File: src/rtl/aes_pkg.sv
// Shared GF(2^8) helpers, transform mode constants and FSM state encoding
// for the iterative MixColumns engine.
package aes_pkg;

  localparam logic MODE_FWD = 1'b0;
  localparam logic MODE_INV = 1'b1;

  typedef enum logic [1:0] {
    ST_IDLE = 2'd0,
    ST_BUSY = 2'd1,
    ST_DONE = 2'd2
  } state_t;

  // Multiply by x modulo x^8 + x^4 + x^3 + x + 1 (0x11B).
  function automatic logic [7:0] xtime(input logic [7:0] x);
    return {x[6:0], 1'b0} ^ (x[7] ? 8'h1b : 8'h00);
  endfunction

  // Multiply by a 4-bit constant; covers every MixColumns coefficient (01..0E).
  function automatic logic [7:0] gmul(input logic [7:0] a, input logic [3:0] b);
    logic [7:0] acc;
    logic [7:0] p;
    acc = 8'h00;
    p   = a;
    for (int i = 0; i < 4; i++) begin
      if (b[i]) acc = acc ^ p;
      p = xtime(p);
    end
    return acc;
  endfunction

endpackage

File: src/rtl/mix_column_word.sv
// One-column MixColumns / InvMixColumns. Byte 0 of the column is col[31:24].
module mix_column_word
  import aes_pkg::*;
(
  input  logic [31:0] col,
  input  logic        mode,
  output logic [31:0] mixed
);

  logic [7:0] a    [4];
  logic [7:0] b    [4];
  logic [3:0] coef [4];

  // Output byte j uses the base row rotated right by j: coefficient index (k - j) mod 4.
  always_comb begin
    for (int k = 0; k < 4; k++) begin
      a[k] = col[31-8*k -: 8];
      b[k] = 8'h00;
    end
    if (mode == MODE_INV) begin
      coef[0] = 4'he; coef[1] = 4'hb; coef[2] = 4'hd; coef[3] = 4'h9;
    end else begin
      coef[0] = 4'h2; coef[1] = 4'h3; coef[2] = 4'h1; coef[3] = 4'h1;
    end
    for (int j = 0; j < 4; j++) begin
      for (int k = 0; k < 4; k++) begin
        b[j] = b[j] ^ gmul(a[k], coef[2'(k - j)]);
      end
    end
    mixed = {b[0], b[1], b[2], b[3]};
  end

endmodule

File: src/rtl/mix_columns_iter.sv
// Iterative, handshaked MixColumns / InvMixColumns engine.
//
//   state   | meaning
//   --------+--------------------------------------------------------------
//   IDLE    | waiting for a state; in_ready=1
//   BUSY    | transforming COLS_PER_CYCLE columns per clock, in place
//   DONE    | result held on out with out_valid=1 until out_ready
//
// out is gated by out_valid so partially transformed columns never leak.
module mix_columns_iter
  import aes_pkg::*;
#(
  parameter int BLOCK_LENGTH   = 128,
  parameter int COLS_PER_CYCLE = 1
) (
  input  logic                    clk,
  input  logic                    rst_n,
  input  logic                    in_valid,
  output logic                    in_ready,
  input  logic [BLOCK_LENGTH-1:0] in,
  input  logic                    mode,
  input  logic                    bypass,
  output logic                    out_valid,
  input  logic                    out_ready,
  output logic [BLOCK_LENGTH-1:0] out
);

  if (BLOCK_LENGTH != 128) begin : g_bad_length
    $error("mix_columns_iter: BLOCK_LENGTH must be 128");
  end
  if (COLS_PER_CYCLE != 1 && COLS_PER_CYCLE != 2 && COLS_PER_CYCLE != 4) begin : g_bad_cols
    $error("mix_columns_iter: COLS_PER_CYCLE must be 1, 2 or 4");
  end

  localparam int         STEPS = 4 / COLS_PER_CYCLE;
  localparam logic [1:0] LAST  = 2'(STEPS - 1);

  state_t      state_q, state_d;
  logic [1:0]  cnt_q, cnt_d;
  logic        mode_q, mode_d;
  logic [31:0] words_q [4];
  logic [31:0] words_d [4];

  logic        accept;
  logic [1:0]  col_sel [COLS_PER_CYCLE];
  logic [31:0] col_in  [COLS_PER_CYCLE];
  logic [31:0] col_out [COLS_PER_CYCLE];

  assign in_ready  = (state_q == ST_IDLE) | ((state_q == ST_DONE) & out_ready);
  assign accept    = in_valid & in_ready;
  assign out_valid = (state_q == ST_DONE);

  for (genvar c = 0; c < 4; c++) begin : g_out
    assign out[BLOCK_LENGTH-1-32*c -: 32] = out_valid ? words_q[c] : 32'h0;
  end

  for (genvar i = 0; i < COLS_PER_CYCLE; i++) begin : g_lane
    assign col_sel[i] = 2'(int'(cnt_q) * COLS_PER_CYCLE + i);
    assign col_in[i]  = words_q[col_sel[i]];
    mix_column_word u_mix (
      .col   (col_in[i]),
      .mode  (mode_q),
      .mixed (col_out[i])
    );
  end

  // Next-state, counter and column demux; a new block may load straight out of DONE.
  always_comb begin
    state_d = state_q;
    cnt_d   = cnt_q;
    mode_d  = mode_q;
    words_d = words_q;
    case (state_q)
      ST_IDLE, ST_DONE: begin
        if (accept) begin
          for (int c = 0; c < 4; c++) words_d[c] = in[BLOCK_LENGTH-1-32*c -: 32];
          mode_d  = mode;
          cnt_d   = 2'd0;
          state_d = bypass ? ST_DONE : ST_BUSY;
        end else if (state_q == ST_DONE && out_ready) begin
          state_d = ST_IDLE;
        end
      end
      ST_BUSY: begin
        for (int i = 0; i < COLS_PER_CYCLE; i++) words_d[col_sel[i]] = col_out[i];
        cnt_d = cnt_q + 2'd1;
        if (cnt_q == LAST) state_d = ST_DONE;
      end
      default: state_d = ST_IDLE;
    endcase
  end

  // State, counter, mode and column registers; reset discards any block in flight.
  always_ff @(posedge clk or negedge rst_n) begin
    if (!rst_n) begin
      state_q <= ST_IDLE;
      cnt_q   <= 2'd0;
      mode_q  <= MODE_FWD;
      for (int c = 0; c < 4; c++) words_q[c] <= 32'h0;
    end else begin
      state_q <= state_d;
      cnt_q   <= cnt_d;
      mode_q  <= mode_d;
      words_q <= words_d;
    end
  end

endmodule

File: config.mk
export PLATFORM = sky130hd
export DESIGN_NAME = mix_columns_iter
export DESIGN_NICKNAME = d
export VERILOG_FILES = /design/src/rtl/aes_pkg.sv /design/src/rtl/mix_column_word.sv /design/src/rtl/mix_columns_iter.sv
export SDC_FILE = /design/constraint.sdc
export NUM_CORES = 1
export LEC_CHECK = 0
export CORE_ASPECT_RATIO = 0.5
export CORE_UTILIZATION = 25
export CTS_BUF_LIST = sky130_fd_sc_hd__clkbuf_4 sky130_fd_sc_hd__clkbuf_8
export CTS_CLUSTER_SIZE = 14
export DETAILED_ROUTE_END_ITERATION = 8
export DONT_BUFFER_PORTS = 1
export PLACE_DENSITY = 0.35
export SYNTH_ARGS = -nofsm -noshare
export SYNTH_HDL_FRONTEND = slang
export SYNTH_SLANG_ARGS = --single-unit
File: constraint.sdc
create_clock -name clk -period 5.5 [get_ports clk]
set_input_delay 0.55 -clock clk [delete_from_list [all_inputs] [get_ports clk]]
set_output_delay 0.55 -clock clk [all_outputs]
set_load 0.05 [all_outputs]
==> qor.csv <==
metric,value,unit
status,"complete, no violations",
initial_core_util,0.2580,
synth_cell_types,35,
yosys-top-cells-area,"dfrtp_1 (37%), and2_1 (9.1%), mux4_2 (8.0%)",
min_period,3496,ps
wirelength,35460,um
rsz0062_at_grt,false,
root_buffer,clkbuf_8,
synth_xor_area_frac,0.1937,
hold_violations,0,
htreeDepth,4,
clock_path_buffers,2,
worst_ep_arrival_time,3850,ps
numCtsBuffers,17,
postCtsHoldBufs,1,
cts_tree,yes,
cp-start-kind,flop,
syn2layout_area_growth,8.988,%
final_util,0.2812,
synth-simple-area-share,0.1334,
first_global_vias,7110,
avgSynthCellArea,10.37,um^2
track_usage,0.1924,
synth_area,0.009035,mm^2
synth_edf_count,0,
dieArea,0.03695,mm^2
ys_seq_area_frac,0.3684,
drt.antenna.violating_nets,0,
whs,75.15,ps
min_path_type,in2async,
syn_inst,871,
die_h,136.4,um
antenna_found_initial,1,
drv_slew,0,
gp_congestion,0.7838,
die_x,270.9,um
synth_async_sr_flop_share,1.000,
path_max_fanout,20,
relSlewSlack,0.1760,
fmax,286.0,MHz
crit_path_end_kind,flop,
synth_mux_area_frac,0.08420,
finalSetupViolCount,0,
required,5850,ps
wl_per_cell,26.84,um
vias_per_cell,5.193,
grt_remaining_overflow,0,
synth_compound_area_frac,0.1738,
port_buffers,0,
place_ws,2008,ps
tns,0,ps
post_synth_fa_ha_maj_area_fraction,0.005539,
synth_nets,1009,
nets,970,
core,0.03501,mm^2
synth_top_area_cell,dfrtp_1,
finalCritPeriodShare,0.6357,
synth-main-ff-cell,dfrtp_1,
synth_top_family_by_area,XOR/XNOR gates,
ios,264,
grt_max_degree,134,
ys_ff_latch,133,
final_layout_size_suffix_gt1_frac,0.1139,
hpwlAfterDp,25500,um
rows,48,
drt-initial-drc-count,470,
worst_slack,2004,ps
drc,0,
ctsResizeCount,0,
synth-warning-count,0,
clock_sinks,133,
clk_pin_slew,80,ps
drv_cap,0,
post-cts-setup-buffers,0,
clk_latency,480,ps
tightestPinTransition,1233,ps
grt_pass1_wl,51110,um
dr.pass1.iters,8,
fin_worst_skew,10.25,ps
vias,6860,
synth_top_area_frac,0.3684,
path_class,reg2reg,
==> cell usage in the layout (no fill, tap or decap), types with 5 or more instances in the layout <==
cell type and n:
xnor3_1 19, o22ai_1 24, and3_1 12, and2_1 130
xnor2_1 68, nor2b_1 5, mux4_2 32, o21ai_1 21
nor2_1 7, a21oi_1 45, nand2_1 50, clkbuf_4 6
clkbuf_8 19, xor3_1 10, o21ai_0 82, dfrtp_1 131
buf_4 15, a22oi_1 83, xor2_1 35
==> kinds of logic (layout without fill, tap and decap cells) <==
family | count (synthesis) | after routing
multiplexers | 36 | 36
other | 0 | 3
buffers and inverters | 78 | 50
adder cells (fa/ha/maj) | 4 | 4
AND/OR/NAND/NOR | 216 | 216
XOR/XNOR | 140 | 140
AO/OA/AOI/OAI | 264 | 264
flip-flops | 133 | 133
==> synthesized netlist by cell type (10+ instances only) <==
cell type  count
nand2_1       51
xor3_1        10
and3_1        12
xnor3_1       19
mux4_2        32
and2_1       132
a22oi_1       83
xnor2_1       68
o21ai_0       82
o22ai_1       24
o21ai_1       21
a21oi_1       48
xor2_1        35
dfrtp_1      133
clkbuf_1      55
==> critical path: stages, from the launching register on <==
cell     delay [ps]
dfrtp_2         860
buf_12          280
mux4_2          700
xnor3_1         500
xnor3_1         360
nor2_1          120
xor2_1          400
o21ai_1         130
==> per-layer routing <==
metal | vias to the layer above | GRT usage | wire length [um]
met5 | - | 0 | 13
met1 | 3636 | 0.2766 | 17090
li1 | 3028 | - | -
met2 | 178 | 0.2876 | 16110
met4 | 2 | 0.04457 | 311
met3 | 16 | 0.04822 | 1935
==> through the flow <==
step / instances / instance area [um^2]
floorplan: 871 / 9035
global placement: 1287 / 9453
detailed placement: 1287 / 9453
CTS: 1318 / 9839
global route: 1318 / 9839
finish: 1321 / 9847
==> flip-flops by register name, summed over array words and instances (netlist names) <==
| signal | cells |
|---|---|
| state_q | 2 |
| cnt_q | 2 |
| words_q | 128 |
| mode_q | 1 |
==> final timing paths <==
kind | start | end | slack, ps | cells after the start
setup / recovery | cnt_q[0] | words_q[61] | 2000 | 7
hold / removal | rst_n | words_q[33] | 80 | 1
setup reg to reg | cnt_q[0] | words_q[61] | 2000 | 7
hold reg to reg | words_q[114] | words_q[114] | 530 | 2
max in group asynchronous | rst_n | words_q[18] | 4900 | 1
min in group clk | bypass | state_q[0] | 150 | 1
==> cell type report <==
type / count / area, um^2
Fill cell: 3638 / 25170
Clock buffer: 25 / 306.5
Tap cell: 475 / 594.3
Clock inverter: 5 / 52.55
Sequential cell: 133 / 3331
Timing Repair Buffer: 17 / 160.2
Multi-Input combinational cell: 660 / 5384
Inverter: 3 / 11.26
Antenna cell: 3 / 7.507
Power is left out: the tool's default activity adds up to more than one toggle a clock period on the data nets, which glitch-free logic cannot reach.
